`src/rtl/dport_axi_slave.sv`:
```
// AXI4 slave front-end that turns one AXI burst at a time into single-word
// dcache_if-style memory requests, one outstanding request at a time.
module dport_axi_slave (
  input  logic        clk_i,
  input  logic        rst_i,
  input  logic        axi_awvalid_i,
  input  logic [31:0] axi_awaddr_i,
  input  logic [3:0]  axi_awid_i,
  input  logic [7:0]  axi_awlen_i,
  input  logic [1:0]  axi_awburst_i,
  output logic        axi_awready_o,
  input  logic        axi_wvalid_i,
  input  logic [31:0] axi_wdata_i,
  input  logic [3:0]  axi_wstrb_i,
  input  logic        axi_wlast_i,
  output logic        axi_wready_o,
  output logic        axi_bvalid_o,
  output logic [1:0]  axi_bresp_o,
  output logic [3:0]  axi_bid_o,
  input  logic        axi_bready_i,
  input  logic        axi_arvalid_i,
  input  logic [31:0] axi_araddr_i,
  input  logic [3:0]  axi_arid_i,
  input  logic [7:0]  axi_arlen_i,
  input  logic [1:0]  axi_arburst_i,
  output logic        axi_arready_o,
  output logic        axi_rvalid_o,
  output logic [31:0] axi_rdata_o,
  output logic [1:0]  axi_rresp_o,
  output logic [3:0]  axi_rid_o,
  output logic        axi_rlast_o,
  input  logic        axi_rready_i,
  output logic [31:0] mem_addr_o,
  output logic [31:0] mem_data_wr_o,
  output logic        mem_rd_o,
  output logic [3:0]  mem_wr_o,
  output logic        mem_cacheable_o,
  output logic [10:0] mem_req_tag_o,
  output logic        mem_invalidate_o,
  output logic        mem_writeback_o,
  output logic        mem_flush_o,
  input  logic        mem_accept_i,
  input  logic        mem_ack_i,
  input  logic        mem_error_i,
  input  logic [31:0] mem_data_rd_i,
  input  logic [10:0] mem_resp_tag_i
);

  typedef enum logic [2:0] {
    S_IDLE, S_WDATA, S_WREQ, S_WACK, S_BRESP, S_RREQ, S_RACK, S_RRESP
  } state_t;

  state_t      r_state, w_state_nxt;
  logic [31:0] r_addr, r_wdata, r_rdata;
  logic [3:0]  r_id, r_wstrb, r_mem_wr;
  logic [7:0]  r_len, r_cnt;
  logic [1:0]  r_burst, r_rresp;
  logic        r_err, r_prio_wr, r_mem_rd, r_wready, r_bvalid, r_rvalid, r_rlast;

  logic        w_rd_gnt, w_wr_gnt, w_last, w_wr_skip, w_wr_done, w_rd_done;
  logic        w_mem_rd_nxt, w_wready_nxt, w_bvalid_nxt, w_rvalid_nxt;
  logic [3:0]  w_mem_wr_nxt;
  logic [31:0] w_addr_inc, w_addr_adv, w_wrap_mask;
  logic        w_unused;

  // Round-robin: r_prio_wr is set after a read grant, so a clash goes to write next
  assign w_rd_gnt  = (r_state == S_IDLE) && rst_i && axi_arvalid_i &&
                     (!axi_awvalid_i || !r_prio_wr);
  assign w_wr_gnt  = (r_state == S_IDLE) && rst_i && axi_awvalid_i &&
                     (!axi_arvalid_i || r_prio_wr);
  assign w_last    = (r_cnt == r_len);
  assign w_wr_skip = (r_state == S_WDATA) && axi_wvalid_i && (axi_wstrb_i == 4'h0);
  assign w_wr_done = w_wr_skip || ((r_state == S_WACK) && mem_ack_i);
  assign w_rd_done = (r_state == S_RRESP) && axi_rready_i;

  // WRAP window is (len+1)*4 bytes; legal wrap lengths make {len,2'b11} the offset mask
  assign w_addr_inc  = r_addr + 32'd4;
  assign w_wrap_mask = {22'd0, r_len, 2'b11};
  always_comb begin
    case (r_burst)
      2'b00:   w_addr_adv = r_addr;
      2'b10:   w_addr_adv = (r_addr & ~w_wrap_mask) | (w_addr_inc & w_wrap_mask);
      default: w_addr_adv = w_addr_inc;
    endcase
  end

  always_ff @(posedge clk_i or negedge rst_i) begin
    if (!rst_i) r_state <= S_IDLE;
    else        r_state <= w_state_nxt;
  end

  always_comb begin
    w_state_nxt = r_state;
    case (r_state)
      S_IDLE:  if (w_rd_gnt) w_state_nxt = S_RREQ;
               else if (w_wr_gnt) w_state_nxt = S_WDATA;
      S_WDATA: if (w_wr_skip) w_state_nxt = w_last ? S_BRESP : S_WDATA;
               else if (axi_wvalid_i) w_state_nxt = S_WREQ;
      S_WREQ:  if (mem_accept_i) w_state_nxt = S_WACK;
      S_WACK:  if (mem_ack_i) w_state_nxt = w_last ? S_BRESP : S_WDATA;
      S_BRESP: if (axi_bready_i) w_state_nxt = S_IDLE;
      S_RREQ:  if (mem_accept_i) w_state_nxt = S_RACK;
      S_RACK:  if (mem_ack_i) w_state_nxt = S_RRESP;
      S_RRESP: if (axi_rready_i) w_state_nxt = w_last ? S_IDLE : S_RREQ;
      default: w_state_nxt = S_IDLE;
    endcase
  end

  // Registered outputs are loaded from the state being entered
  always_comb begin
    axi_awready_o = w_wr_gnt;
    axi_arready_o = w_rd_gnt;
    w_mem_rd_nxt  = (w_state_nxt == S_RREQ);
    w_mem_wr_nxt  = 4'h0;
    if (w_state_nxt == S_WREQ)
      w_mem_wr_nxt = (r_state == S_WDATA) ? axi_wstrb_i : r_wstrb;
    w_wready_nxt  = (w_state_nxt == S_WDATA);
    w_bvalid_nxt  = (w_state_nxt == S_BRESP);
    w_rvalid_nxt  = (w_state_nxt == S_RRESP);
  end

  always_ff @(posedge clk_i or negedge rst_i) begin
    if (!rst_i) begin
      r_mem_rd <= 1'b0;
      r_mem_wr <= 4'h0;
      r_wready <= 1'b0;
      r_bvalid <= 1'b0;
      r_rvalid <= 1'b0;
    end else begin
      r_mem_rd <= w_mem_rd_nxt;
      r_mem_wr <= w_mem_wr_nxt;
      r_wready <= w_wready_nxt;
      r_bvalid <= w_bvalid_nxt;
      r_rvalid <= w_rvalid_nxt;
    end
  end

  always_ff @(posedge clk_i or negedge rst_i) begin
    if (!rst_i) begin
      r_addr    <= 32'd0;
      r_wdata   <= 32'd0;
      r_rdata   <= 32'd0;
      r_id      <= 4'd0;
      r_wstrb   <= 4'd0;
      r_len     <= 8'd0;
      r_cnt     <= 8'd0;
      r_burst   <= 2'd0;
      r_rresp   <= 2'd0;
      r_err     <= 1'b0;
      r_prio_wr <= 1'b0;
      r_rlast   <= 1'b0;
    end else begin
      if (w_rd_gnt || w_wr_gnt) begin
        r_addr    <= w_rd_gnt ? axi_araddr_i  : axi_awaddr_i;
        r_id      <= w_rd_gnt ? axi_arid_i    : axi_awid_i;
        r_len     <= w_rd_gnt ? axi_arlen_i   : axi_awlen_i;
        r_burst   <= w_rd_gnt ? axi_arburst_i : axi_awburst_i;
        r_cnt     <= 8'd0;
        r_prio_wr <= w_rd_gnt;
      end
      if ((r_state == S_WDATA) && axi_wvalid_i) begin
        r_wdata <= axi_wdata_i;
        r_wstrb <= axi_wstrb_i;
      end
      if (w_wr_done || w_rd_done) begin
        r_cnt <= r_cnt + 8'd1;
        if (!w_last) r_addr <= w_addr_adv;
      end
      if ((r_state == S_WACK) && mem_ack_i)
        r_err <= r_err | mem_error_i;
      else if ((r_state == S_BRESP) && axi_bready_i)
        r_err <= 1'b0;
      if ((r_state == S_RACK) && mem_ack_i) begin
        r_rdata <= mem_data_rd_i;
        r_rresp <= mem_error_i ? 2'b10 : 2'b00;
        r_rlast <= w_last;
      end
    end
  end

  assign axi_wready_o     = r_wready;
  assign axi_bvalid_o     = r_bvalid;
  assign axi_bresp_o      = {r_err, 1'b0};
  assign axi_bid_o        = r_id;
  assign axi_rvalid_o     = r_rvalid;
  assign axi_rdata_o      = r_rdata;
  assign axi_rresp_o      = r_rresp;
  assign axi_rid_o        = r_id;
  assign axi_rlast_o      = r_rlast;
  assign mem_addr_o       = {r_addr[31:2], 2'b00};
  assign mem_data_wr_o    = r_wdata;
  assign mem_rd_o         = r_mem_rd;
  assign mem_wr_o         = r_mem_wr;
  assign mem_cacheable_o  = 1'b0;
  assign mem_req_tag_o    = 11'd0;
  assign mem_invalidate_o = 1'b0;
  assign mem_writeback_o  = 1'b0;
  assign mem_flush_o      = 1'b0;

  // Beat count comes only from the latched len; response tags carry nothing here
  assign w_unused = ^{axi_wlast_i, mem_resp_tag_i};

endmodule

```
`config.mk`:
```
export PLATFORM = sky130hd
export DESIGN_NAME = dport_axi_slave
export DESIGN_NICKNAME = d
export VERILOG_FILES = /design/src/rtl/dport_axi_slave.sv
export SDC_FILE = /design/constraint.sdc
export NUM_CORES = 1
export LEC_CHECK = 0
export CORE_MARGIN = 1.5
export CORE_UTILIZATION = 47
export CTS_CLUSTER_SIZE = 40
export DETAILED_ROUTE_END_ITERATION = 6
export PLACE_DENSITY = 0.88
export SLEW_MARGIN = 5
export SYNTH_ARGS = -nofsm -noshare
export SYNTH_HDL_FRONTEND = slang
export SYNTH_SLANG_ARGS = --single-unit
```
`constraint.sdc`:
```
create_clock -name clk_i -period 3.7 [get_ports clk_i]
set_input_delay 0.74 -clock clk_i [delete_from_list [all_inputs] [get_ports clk_i]]
set_output_delay 0.74 -clock clk_i [all_outputs]
set_load 0.02 [all_outputs]
```
=== Word-level counts from Yosys, hierarchy flattened ===
Index checks and enable logic that the tools add are counted.
Widths: inputs -> output; s select.

* Bitwise logic cells: 5
* Eq/ne operators: 15
* Add/sub/neg operators: 2
* Reduce and logical (&&, ||, !) cells: 24
* Multiplexer cells: 28

{| class="wikitable"
|+ Operators with widths
! kind !! count
|-
| $mux 32 || 4
|-
| $pmux 32 s2 || 1
|-
| $mux 3 || 12
|-
| $add 32x3->32 const B || 1
|-
| $and 32x10->32 || 1
|-
| $and 32x32->32 || 1
|-
| $not 10->32 || 1
|-
| $or 32x32->32 || 1
|-
| $mux 8 || 3
|-
| $pmux 3 s8 || 1
|-
| $eq 3x3->1 const B || 7
|-
| $mux 4 || 3
|-
| $logic_and 1x1->1 || 11
|-
| $eq 3x2->1 const B || 3
|-
| $add 8x1->8 const B || 1
|-
| $eq 8x8->1 || 1
|-
| $eq 3x1->1 const B || 2
|-
| $logic_or 1x1->1 || 5
|-
| $logic_not 4->1 || 1
|-
| $mux 2 || 2
|-
| $reduce_bool 2->1 || 2
|-
| $logic_not 1->1 || 3
|-
| $logic_not 3->1 || 1
|-
| $ne 3x3->1 const B || 1
|-
| 4 further kinds || 5
|}

* Input bits: 182
* Flip-flop bits (word level): 138
* Output and inout port bits: 134
* Word-level logic and storage cells: 92

=== Logic depth before layout (Yosys ltp) ===
Gate-level depths: netlist of run 1.

* Depth after elaboration: 9
* Gate-level depth with buffers: 8
* Gate-level depth less buffers: 6

=== Least setup slack after synthesis of run 1 ===
OpenSTA, ideal clock, no wires.

* Kind: input to output
* Start: input port axi_arvalid_i
* End: output port axi_awready_o
* Path buffers: 2
* Stages: 4
* Data required time: 2.960 ns
* Setup slack: 1.267 ns
* Arrival time: 1.693 ns
* Cells stage by stage: a21bo_2 clkbuf_1 clkbuf_1 and3_1

* Cells in the longest elaborated chain, start to end: 3

{| class="wikitable"
|+ Ends and longest elaborated chain
! item !! line !! RTL
|-
| start, declared || 21 || <nowiki>input logic axi_arvalid_i,</nowiki>
|-
| $logic_not 1->1 || 70 || <nowiki>(!axi_arvalid_i || r_prio_wr);</nowiki>
|-
| $logic_or 1x1->1 || 70 ||
|-
| $logic_and 1x1->1 || 69 || <nowiki>assign w_wr_gnt = (r_state == S_IDLE) && rst_i && axi_awvalid_i &&</nowiki>
|-
| end, declared || 11 || <nowiki>output logic axi_awready_o,</nowiki>
|}

Every way passes these cells.

=== Final worst setup path of run 1 ===
* Start: register r_state[2]
* End: output port axi_arready_o

* Cells in the longest elaborated chain, start to end: 4

{| class="wikitable"
|+ Ends and longest elaborated chain
! item !! line !! RTL
|-
| start, declared || 53 || <nowiki>state_t r_state, w_state_nxt;</nowiki>
|-
| start signal, assigned || 89 || <nowiki>else r_state <= w_state_nxt;</nowiki>
|-
| $logic_not 3->1 || 67 || <nowiki>assign w_rd_gnt = (r_state == S_IDLE) && rst_i && axi_arvalid_i &&</nowiki>
|-
| $logic_and 1x1->1 (3 in series) || 67 ||
|-
| end, declared || 26 || <nowiki>output logic axi_arready_o,</nowiki>
|}

Every way passes these cells.

==> flow_metrics.py, run 1 <==
metrics = {
    "cts": {
        "cts_made_buffers": 17,
        "clk_pin_slew_ns": 0.06,
        "clock_latency_ns": 0.42,
        "tritoncts": "yes",
        "ctsHtreeMaxLevel": 4,
        "cts_root_buf": "clkbuf_16",
        "ctsHoldBuffers": 0,
        "cts_sinks": 135,
        "clk_path_buf_depth": 2,
        "postCtsSetupBuffers": 0,
        "cts_resized": 0,
    },
    "route": {
        "drt-vias-per-instance": 5.524,
        "postRouteAntennaNets": 0,
        "drtIter0Drc": 557,
        "vias": 6690,
        "drc": 0,
        "first_pass_iters": 5,
        "wl_mm": 22.39,
        "avgRoutedWirePerCell_um": 18.49,
    },
    "synthesis": {
        "ys_types": 81,
        "netlist_instances": 720,
        "synth_top_family_by_area": "simple AND/OR/NAND/NOR gates",
        "synth_compound_area_share_pct": 15.06,
        "ys.flop_type": "dfrtp_1",
        "synthMuxAreaShare_pct": 12.49,
        "ys_seq_area_share_pct": 45.69,
        "synth_xor_area_share_pct": 1.658,
        "ys_warn_count": 0,
        "synth_adder_area_share_pct": 0.3385,
        "synth-seq-cells": 135,
        "syn_area_per_cell_sq_um": 10.27,
        "syn-cell-area_sq_mm": 0.007393,
        "synth_simple_gate_area_share_pct": 18.28,
        "synth_edf_count": 0,
        "async_flop_share_pct": 100.0,
    },
    "floorplanning": {
        "die_h_um": 128.4,
        "rows": 45,
        "num_io_pins": 316,
        "die_x_um": 128.4,
        "start_util_pct": 48.45,
        "coreArea_sq_mm": 0.01526,
        "dieArea_sq_mm": 0.01649,
    },
    "final_layout": {
        "area_growth_pct": 45.96,
        "final_layout_size_suffix_gt1_share_pct": 14.71,
        "fin_nets": 1170,
        "stdcell_area_sq_mm": 0.01079,
    },
    "timing": {
        "grt_setup_unrepaired": "no",
        "slew_viol_final": 0,
        "fin_crit_sh_pct": 85.91,
        "setup_viol": 0,
        "hold_viol_final": 0,
        "fin_crit_ns": 3.179,
        "tightest_slew_ns": 1.024,
        "hold_slack_ns": 0.1680,
        "max_freq_mhz": 314.6,
        "relSlewSlack_pct": 31.74,
        "fin_worst_skew_ns": 0.006749,
        "final.setup.tns_ns": 0,
    },
    "worst_setup_path": {
        "crit_fanout": 17,
        "required_ns": 2.96,
        "path_class": "flop to output pin",
        "worstPathArrival_ns": 2.44,
        "cp-end-kind": "output pin",
        "start_kind": "flop",
    },
    "run": {
        "maxCapViolCount": 0,
    },
    "global_routing": {
        "first_global_vias": 6639,
        "overflow": 0,
        "grt_pass1_wl_mm": 34.72,
        "antenna_found_initial": 2,
        "grt_use_total_pct": 27.29,
        "grt_max_degree": 81,
    },
    "place": {
        "place.gp.congestion": 0.8406,
        "place_area_sq_mm": 0.01023,
        "place_hpwl_mm": 16.36,
        "numPortBuffers": 280,
    },
    "power": {
        "peakVddDrop_v": 0.0005755,
        "p_leak_nw": 4.442,
        "power-per-cell-area_mw_per_mm2": 811.5,
    },
    "run_status": {
        "status": "finished, final reports clean",
    },
    "worst_hold_path": {
        "hp-class": "input port to asynchronous set/reset pin",
    },
}
layout make-up:
type / instances / area [sq um]
Inverter: 13 / 48.80
Antenna cell: 1 / 2.502
Tap cell: 211 / 264.0
Fill cell: 1111 / 4467
Clock inverter: 13 / 122.6
Sequential cell: 135 / 3378
Clock buffer: 19 / 432.9
Multi-Input combinational cell: 522 / 3611
Timing Repair Buffer: 297 / 2932
state kept, by name, indices dropped and copies added, names as in the netlist, named ones only:
register and count:
axi_bid_o 4, r_wstrb 4, mem_data_wr_o 32, r_len 8, r_addr 23, r_prio_wr 1, r_cnt 8, axi_rvalid_o 1
mem_wr_o 4, r_state 3, axi_rresp_o 1, mem_rd_o 1, r_burst 2, axi_wready_o 1, r_err 1, axi_bvalid_o 1
axi_rdata_o 32, axi_rlast_o 1
routing by layer:
metal	GRT usage, %	up-vias	part of all wire (%)
met4	6.345	2	1.3
li1	-	3117	-
met2	48.29	340	50
met5	0	-	0.058
met3	10.73	30	11
met1	31.18	3201	38
cells in the mapped netlist, types with 3 or more instances:
library cell / count / area share (%)
and2_1: 3 / 0.25
a211o_1: 5 / 0.59
xnor2_1: 10 / 1.2
buf_2: 11 / 0.74
a21oi_1: 20 / 1.4
nor3b_1: 6 / 0.61
o22ai_1: 6 / 0.51
a32o_1: 4 / 0.54
and3_1: 12 / 1.0
o311a_1: 3 / 0.41
mux2i_1: 9 / 1.2
inv_1: 13 / 0.66
nand2_1: 97 / 4.9
nand3b_1: 7 / 0.71
a22oi_1: 9 / 0.91
nor3_1: 18 / 1.2
and4_1: 4 / 0.47
o21ai_0: 32 / 2.2
xor2_1: 4 / 0.47
dfrtp_1: 135 / 46
nor2b_1: 5 / 0.42
a211oi_1: 3 / 0.30
nor2_1: 45 / 2.3
o2bb2a_1: 5 / 0.68
nand4_1: 17 / 1.4
a22o_1: 6 / 0.71
mux2_2: 72 / 11
a31oi_1: 23 / 1.9
buf_4: 29 / 2.9
buf_1: 3 / 0.15
a221o_1: 3 / 0.41
clkbuf_1: 19 / 0.96
nand3_1: 16 / 1.1
clkbuf_8: 4 / 0.74
or3_1: 4 / 0.34
worst paths after layout:
| kind | end | slack, ns | cells after the start | startpoint |
|---|---|---|---|---|
| setup / recovery | axi_arready_o | 0.52 | 5 | r_state[2]$_DFF_PN0_ |
| hold / removal | r_wstrb[1]$_DFFE_PN0P_ | 0.17 | 1 | rst_i |
| setup reg to reg | r_cnt[5]$_DFFE_PN0P_ | 0.80 | 6 | r_state[2]$_DFF_PN0_ |
| hold reg to reg | r_cnt[7]$_DFFE_PN0P_ | 0.50 | 1 | r_cnt[7]$_DFFE_PN0P_ |
| max in group asynchronous | axi_rdata_o[25]$_DFFE_PN0P_ | 1.75 | 3 | rst_i |
| min in group clk_i | r_cnt[7]$_DFFE_PN0P_ | 0.50 | 1 | r_cnt[7]$_DFFE_PN0P_ |
cells by family (layout without fill, tap and decap cells):
family	count (synthesis)	count (layout)
xor gates and xnor gates	14	14
DFF	135	135
muxes	82	82
and+or+nand+nor	255	255
other	1	20
AOI/OAI and AO/OA	150	150
adders and majority gates	2	2
buffers and inverters	81	342
metrics by stage:
| stage | instances | utilization, % | total power [mW] | worst slack, ns |
|---|---|---|---|---|
| after global placement | 1178 | 67.07 | 6.994 | 0.5877 |
| after global routing | 1210 | 70.71 | 9.246 | 0.4003 |
| after detailed placement | 1178 | 67.07 | 7.151 | 0.5335 |
| after floorplan | 738 | - | 5.281 | 1.267 |
| final | 1211 | 70.73 | 8.758 | 0.5213 |
| after CTS | 1210 | 70.71 | 8.795 | 0.5141 |
where the power goes:
| part | internal [mW] | total, mW | switching (mW) |
|---|---|---|---|
| Clock | 0.932 | 1.60 | 0.673 |
| Combinational | 2.15 | 4.24 | 2.10 |
| Sequential | 2.17 | 2.91 | 0.742 |
worst max-delay path: stages (launching register included):
cell and delay (ns):
dfrtp_1 0.61, nor4b_4 0.36, buf_4 0.22, nand2_1 0.08, inv_1 0.12, clkdlybuf4s50_1 0.63
layout by cell type (no fill, tap or decap), types with 3 or more instances in the layout:
cell type	Yosys	routed
clkdlybuf4s50_1	0	279
dfrtp_1	135	135
nand2_1	97	97
mux2_2	72	72
nor2_1	45	45
o21ai_0	32	32
a31oi_1	23	23
a21oi_1	20	20
conb_1	1	19
nor3_1	18	18
nand4_1	17	17
clkbuf_16	0	17
buf_4	29	17
nand3_1	16	16
inv_1	13	13
and3_1	12	12
xnor2_1	10	10
mux2i_1	9	9
a22oi_1	9	9
nand3b_1	7	7
o22ai_1	6	6
nor3b_1	6	6
a22o_1	6	6
nor2b_1	5	5
a211o_1	5	5
o2bb2a_1	5	5
and4_1	4	4
or3_1	4	4
a32o_1	4	4
xor2_1	4	4
clkinv_4	0	4
inv_6	0	4
a221o_1	3	3
and2_1	3	3
a211oi_1	3	3
o311a_1	3	3
clkinv_2	0	3
No activity file was read; power rests on OpenSTA's default activity.
==> run 2, diff against run 1 <==
--- a/config.mk
+++ b/config.mk
@@ -10,6 +10,7 @@
 export CTS_CLUSTER_SIZE = 40
 export DETAILED_ROUTE_END_ITERATION = 6
 export PLACE_DENSITY = 0.88
+export REMOVE_ABC_BUFFERS = 1
 export SLEW_MARGIN = 5
 export SYNTH_ARGS = -nofsm -noshare
 export SYNTH_HDL_FRONTEND = slang
==> flow_metrics.py, run 2 (synthesized netlist as in run 1, its figures left out) <==
metrics = {
    "cts": {
        "cts_made_buffers": 17,
        "tritoncts": "yes",
        "postCtsSetupBuffers": 0,
        "cts_resized": 0,
        "clk_pin_slew_ns": 0.06,
        "ctsHtreeMaxLevel": 4,
        "ctsHoldBuffers": 0,
        "cts_sinks": 135,
        "cts_root_buf": "clkbuf_16",
        "clk_path_buf_depth": 2,
        "clock_latency_ns": 0.41,
    },
    "worst_setup_path": {
        "required_ns": 2.96,
        "path_cells": "clkdlybuf4s50_1 > a21boi_1 > nand2_1 > inv_1 > clkdlybuf4s50_1",
        "crit_fanout": 5,
        "timing.rr.start": "r_addr[2]$_DFFE_PN0P_",
        "start_kind": "input port",
        "worstPathArrival_ns": 2.43,
        "cp_common_cell": "clkdlybuf4s50_1",
        "reg2reg_depth": 6,
        "cp-end-kind": "output pin",
        "path_class": "input port to output pin",
        "max_stage_delay_ns": 0.62,
        "regToRegSetupSlack_ns": 0.99,
        "reg2reg_to": "r_addr[22]$_DFFE_PN0P_",
        "slowest_stage": "clkdlybuf4s50_1",
    },
    "timing": {
        "hold_slack_ns": 0.3446,
        "fin_crit_ns": 3.169,
        "max_freq_mhz": 315.6,
        "setup_viol": 0,
        "grt_setup_unrepaired": "no",
        "hold_viol_final": 0,
        "final.setup.tns_ns": 0,
        "relSlewSlack_pct": 31.98,
        "fin_worst_skew_ns": 0.005877,
        "tightest_slew_ns": 1.014,
        "fin_crit_sh_pct": 85.65,
        "slew_viol_final": 0,
    },
    "route": {
        "first_pass_iters": 6,
        "drtIter0Drc": 482,
        "vias": 6690,
        "avgRoutedWirePerCell_um": 18.43,
        "wl_mm": 22.34,
        "drt-vias-per-instance": 5.520,
        "drc": 0,
        "postRouteAntennaNets": 0,
    },
    "final_layout": {
        "fin_util_pct": 70.87,
        "regArea_sq_mm": 0.003378,
        "n_antenna_cell": 0,
        "fin_nets": 1172,
        "multiInputGateArea_sq_mm": 0.003611,
        "stdcell_area_sq_mm": 0.01081,
        "final_layout_size_suffix_gt1_share_pct": 15.08,
        "n_fill_cell": 1111,
        "final_common_cell": "clkdlybuf4s50_1",
        "area_growth_pct": 46.27,
        "final_cell_mix": "clkdlybuf4s50_1, dfrtp_1, nand2_1",
    },
    "global_routing": {
        "grt_use_total_pct": 27.37,
        "first_global_vias": 6544,
        "grt_pass1_wl_mm": 34.97,
        "overflow": 0,
        "grt_max_degree": 75,
        "antenna_found_initial": 0,
    },
    "power": {
        "switching_share_pct": 40.09,
        "p_leak_nw": 4.449,
        "power-per-cell-area_mw_per_mm2": 813.2,
        "combPwrFrac_pct": 48.7,
        "p_clk_share_pct": 18.4,
        "peakVddDrop_v": 0.0004744,
        "switchingPower_mw": 3.526,
        "internal-power_mw": 5.268,
        "seqPwrFrac_pct": 32.9,
        "fin_total_pwr_mw": 8.794,
    },
    "run": {
        "maxCapViolCount": 0,
    },
    "place": {
        "place.gp.congestion": 0.9456,
        "place_area_sq_mm": 0.01025,
        "place_hpwl_mm": 16.54,
        "numPortBuffers": 280,
    },
    "run_status": {
        "status": "finished, final reports clean",
    },
    "floorplanning": {
        "coreArea_sq_mm": 0.01526,
        "die_h_um": 128.4,
        "start_util_pct": 48.45,
        "die_x_um": 128.4,
        "rows": 45,
        "dieArea_sq_mm": 0.01649,
        "num_io_pins": 316,
    },
    "worst_hold_path": {
        "hp-class": "input port to asynchronous set/reset pin",
    },
}
## run 2: cell count changes in the layout (fill, tap and decap cells not counted), sizes merged
cell      change
inv           -1
diode         -1
clkinv        -1
clkbuf        -1
buf           +2
clkinvlp      +3
## run 2: worst max path at each step
stage	end	from	cells after the start
2_1_floorplan	axi_arready_o	rst_i	3
3_3_place_gp	axi_arready_o	axi_arvalid_i	5
3_5_place_dp	flop	axi_wstrb_i[0]	6
4_1_cts	axi_arready_o	r_state[2]$_DFF_PN0_	5
5_1_grt	axi_arready_o	r_state[2]$_DFF_PN0_	5
6_report	axi_arready_o	axi_arvalid_i	5
## run 2: through the flow
stage                     setup slack [ns]  std cells
after floorplan                     0.5038        670
after global placement              0.5069       1180
after detailed placement            0.5070       1180
after CTS                           0.5091       1212
after global routing                0.3970       1212
final                               0.5310       1212
## run 2: cell type report
cell class,count,share of cell area [%]
clock buffer,18,4.061
sequential,135,31.24
tap,211,2.441
multi-input combinational,522,33.39
inverter,13,0.4512
timing repair buffer,299,27.25
clock inverter,14,1.169
## run 2: power by group through the flow
| stage | clock [mW] | combinational [mW] | sequential (mW) |
|---|---|---|---|
| after floorplan | 0 | 1.67 | 3.45 |
| after global placement | 0 | 4.18 | 2.84 |
| after detailed placement | 0 | 4.27 | 2.89 |
| after CTS | 1.64 | 4.30 | 2.87 |
| after global routing | 1.70 | 4.56 | 2.99 |
| final | 1.62 | 4.29 | 2.89 |
## run 2: critical path: cells and delay by family
family	cells	cell delay (ns)
buffers and inverters	3	1.30
AOI/OAI and AO/OA	1	0.24
and+or+nand+nor	1	0.15
## run 2: routing by layer
metal  wire length, um  track usage (%)  vias to the layer above
met1              9267            34.99                     3237
met4               824            13.22                        0
met5                 0                0                        -
met2             11120            45.16                      261
li1                  -                -                     3129
met3              1120            4.990                       63
==> run 3, diff against run 2 <==
--- a/config.mk
+++ b/config.mk
@@ -6,10 +6,9 @@
 export NUM_CORES = 1
 export LEC_CHECK = 0
 export CORE_MARGIN = 1.5
-export CORE_UTILIZATION = 47
+export CORE_UTILIZATION = 24
 export CTS_CLUSTER_SIZE = 40
 export DETAILED_ROUTE_END_ITERATION = 6
-export PLACE_DENSITY = 0.88
 export REMOVE_ABC_BUFFERS = 1
 export SLEW_MARGIN = 5
 export SYNTH_ARGS = -nofsm -noshare
==> flow_metrics.py, run 3 (synthesized netlist as in run 1, its figures left out) <==
metrics = {
    "floorplanning": {
        "rows": 64,
        "dieArea_sq_mm": 0.03187,
        "die_h_um": 178.5,
        "coreArea_sq_mm": 0.03043,
        "num_io_pins": 316,
        "die_x_um": 178.5,
        "start_util_pct": 24.30,
    },
    "route": {
        "drt-vias-per-instance": 4.663,
        "first_pass_iters": 5,
        "drc": 0,
        "vias": 6524,
        "avgRoutedWirePerCell_um": 17.76,
        "drtIter0Drc": 302,
        "postRouteAntennaNets": 0,
        "wl_mm": 24.84,
    },
    "worst_setup_path": {
        "worstPathArrival_ns": 2.47,
        "crit_family": "buffers and inverters",
        "reg2reg_to": "r_addr[10]$_DFFE_PN0P_",
        "regToRegSetupSlack_ns": 1.04,
        "path_class": "input port to output pin",
        "slowest_stage": "clkdlybuf4s50_1",
        "cp_common_cell": "clkdlybuf4s50_1",
        "cp_num_buf_inv": 3,
        "path_cells": "clkdlybuf4s50_1 > a21boi_1 > nand2_1 > inv_1 > clkdlybuf4s50_1",
        "required_ns": 2.96,
        "timing.rr.start": "r_state[1]$_DFF_PN0_",
        "cp-end-kind": "output pin",
        "max_stage_delay_ns": 0.69,
        "reg2reg_depth": 5,
        "crit_fanout": 5,
        "start_kind": "input port",
    },
    "cts": {
        "clock_latency_ns": 0.43,
        "cts_root_buf": "clkbuf_16",
        "ctsHoldBuffers": 0,
        "ctsHtreeMaxLevel": 4,
        "clk_path_buf_depth": 2,
        "cts_resized": 0,
        "clk_pin_slew_ns": 0.07,
        "cts_made_buffers": 17,
        "cts_sinks": 135,
        "tritoncts": "yes",
        "postCtsSetupBuffers": 0,
    },
    "global_routing": {
        "overflow": 0,
        "grt_max_degree": 73,
        "grt_use_total_pct": 15.20,
        "first_global_vias": 6139,
        "grt_pass1_wl_mm": 36.40,
        "antenna_found_initial": 0,
    },
    "power": {
        "switching_share_pct": 41.03,
        "seqPwrFrac_pct": 32.3,
        "fin_total_pwr_mw": 8.841,
        "p_clk_share_pct": 18.8,
        "power-per-cell-area_mw_per_mm2": 798.9,
        "p_leak_nw": 4.465,
        "switchingPower_mw": 3.627,
        "peakVddDrop_v": 0.0002824,
        "combPwrFrac_pct": 48.8,
        "internal-power_mw": 5.213,
    },
    "worst_hold_path": {
        "hp-class": "input port to asynchronous set/reset pin",
    },
    "timing": {
        "hold_viol_final": 0,
        "fin_crit_ns": 3.210,
        "max_freq_mhz": 311.5,
        "slew_viol_final": 0,
        "fin_worst_skew_ns": 0.01108,
        "fin_crit_sh_pct": 86.76,
        "grt_setup_unrepaired": "no",
        "setup_viol": 0,
        "final.setup.tns_ns": 0,
        "relSlewSlack_pct": 36.88,
        "tightest_slew_ns": 0.9468,
    },
    "final_layout": {
        "final_layout_size_suffix_gt1_share_pct": 15.25,
        "final_cell_mix": "clkdlybuf4s50_1, dfrtp_1, nand2_1",
        "area_growth_pct": 49.69,
        "fin_cells": 1399,
        "fin_util_pct": 36.37,
        "n_fill_cell": 3089,
        "multiInputGateArea_sq_mm": 0.003611,
        "final_common_cell": "clkdlybuf4s50_1",
        "regArea_sq_mm": 0.003378,
        "n_antenna_cell": 0,
        "fin_nets": 1174,
    },
    "place": {
        "numPortBuffers": 280,
        "place_hpwl_mm": 18.35,
        "dp.cells": 1367,
        "place.gp.congestion": 0.8161,
    },
    "run": {
        "maxCapViolCount": 0,
    },
    "run_status": {
        "status": "finished, final reports clean",
    },
}
## run 3: cell count changes in the layout (fill, tap and decap cells not counted), sizes merged
cell      change
clkbuf        -1
inv           +7
clkinv        -4
bufinv        -1
buf           +2
clkinvlp      -1
## run 3: layout make-up
| class | instances | area share, % |
|---|---|---|
| clock buffer | 17 | 3.844 |
| multi-input combinational | 522 | 32.63 |
| inverter | 13 | 0.4409 |
| timing repair buffer | 301 | 26.87 |
| sequential | 135 | 30.53 |
| tap | 396 | 4.477 |
| clock inverter | 15 | 1.210 |
## run 3: per-stage QoR
stage / setup WS, ns / hold WS [ns] / instance area, sq um
2_1_floorplan: 0.5038 / 0.4444 / 7034
3_3_place_gp: 0.5093 / 0.4842 / 10510
3_5_place_dp: 0.5030 / 0.4885 / 10510
4_1_cts: 0.4871 / 0.3057 / 11070
5_1_grt: 0.4024 / 0.3266 / 11070
6_report: 0.4899 / 0.3085 / 11070
## run 3: worst max-delay path by stage
| stage | startpoint | end | slack [ns] | depth (start not counted) |
|---|---|---|---|---|
| floorplan | rst_i | axi_arready_o | 0.50 | 3 |
| global placement | axi_arvalid_i | axi_arready_o | 0.51 | 5 |
| detailed placement | axi_arvalid_i | axi_arready_o | 0.50 | 5 |
| CTS | axi_arvalid_i | axi_arready_o | 0.49 | 5 |
| global route | axi_arvalid_i | axi_arready_o | 0.40 | 5 |
| finish | axi_arvalid_i | axi_arready_o | 0.49 | 5 |
## run 3: per-layer routing
metal  vias up  global-route usage [%]  part of all wire (%)
met5         -                       0                     0
met4         0                   5.521                   2.3
met3        31                   2.323                   4.2
met2       179                   25.29                    50
met1      3182                   19.88                    44
li1       3132                       -                     -
## run 3: power by group through the flow
stage | registers (mW) | logic, mW | clock network (mW)
after detailed placement | 2.89 | 4.35 | 0
after CTS | 2.86 | 4.37 | 1.72
after global routing | 2.97 | 4.63 | 1.78
after floorplan | 3.45 | 1.67 | 0
after global placement | 2.85 | 4.31 | 0
final | 2.86 | 4.32 | 1.67
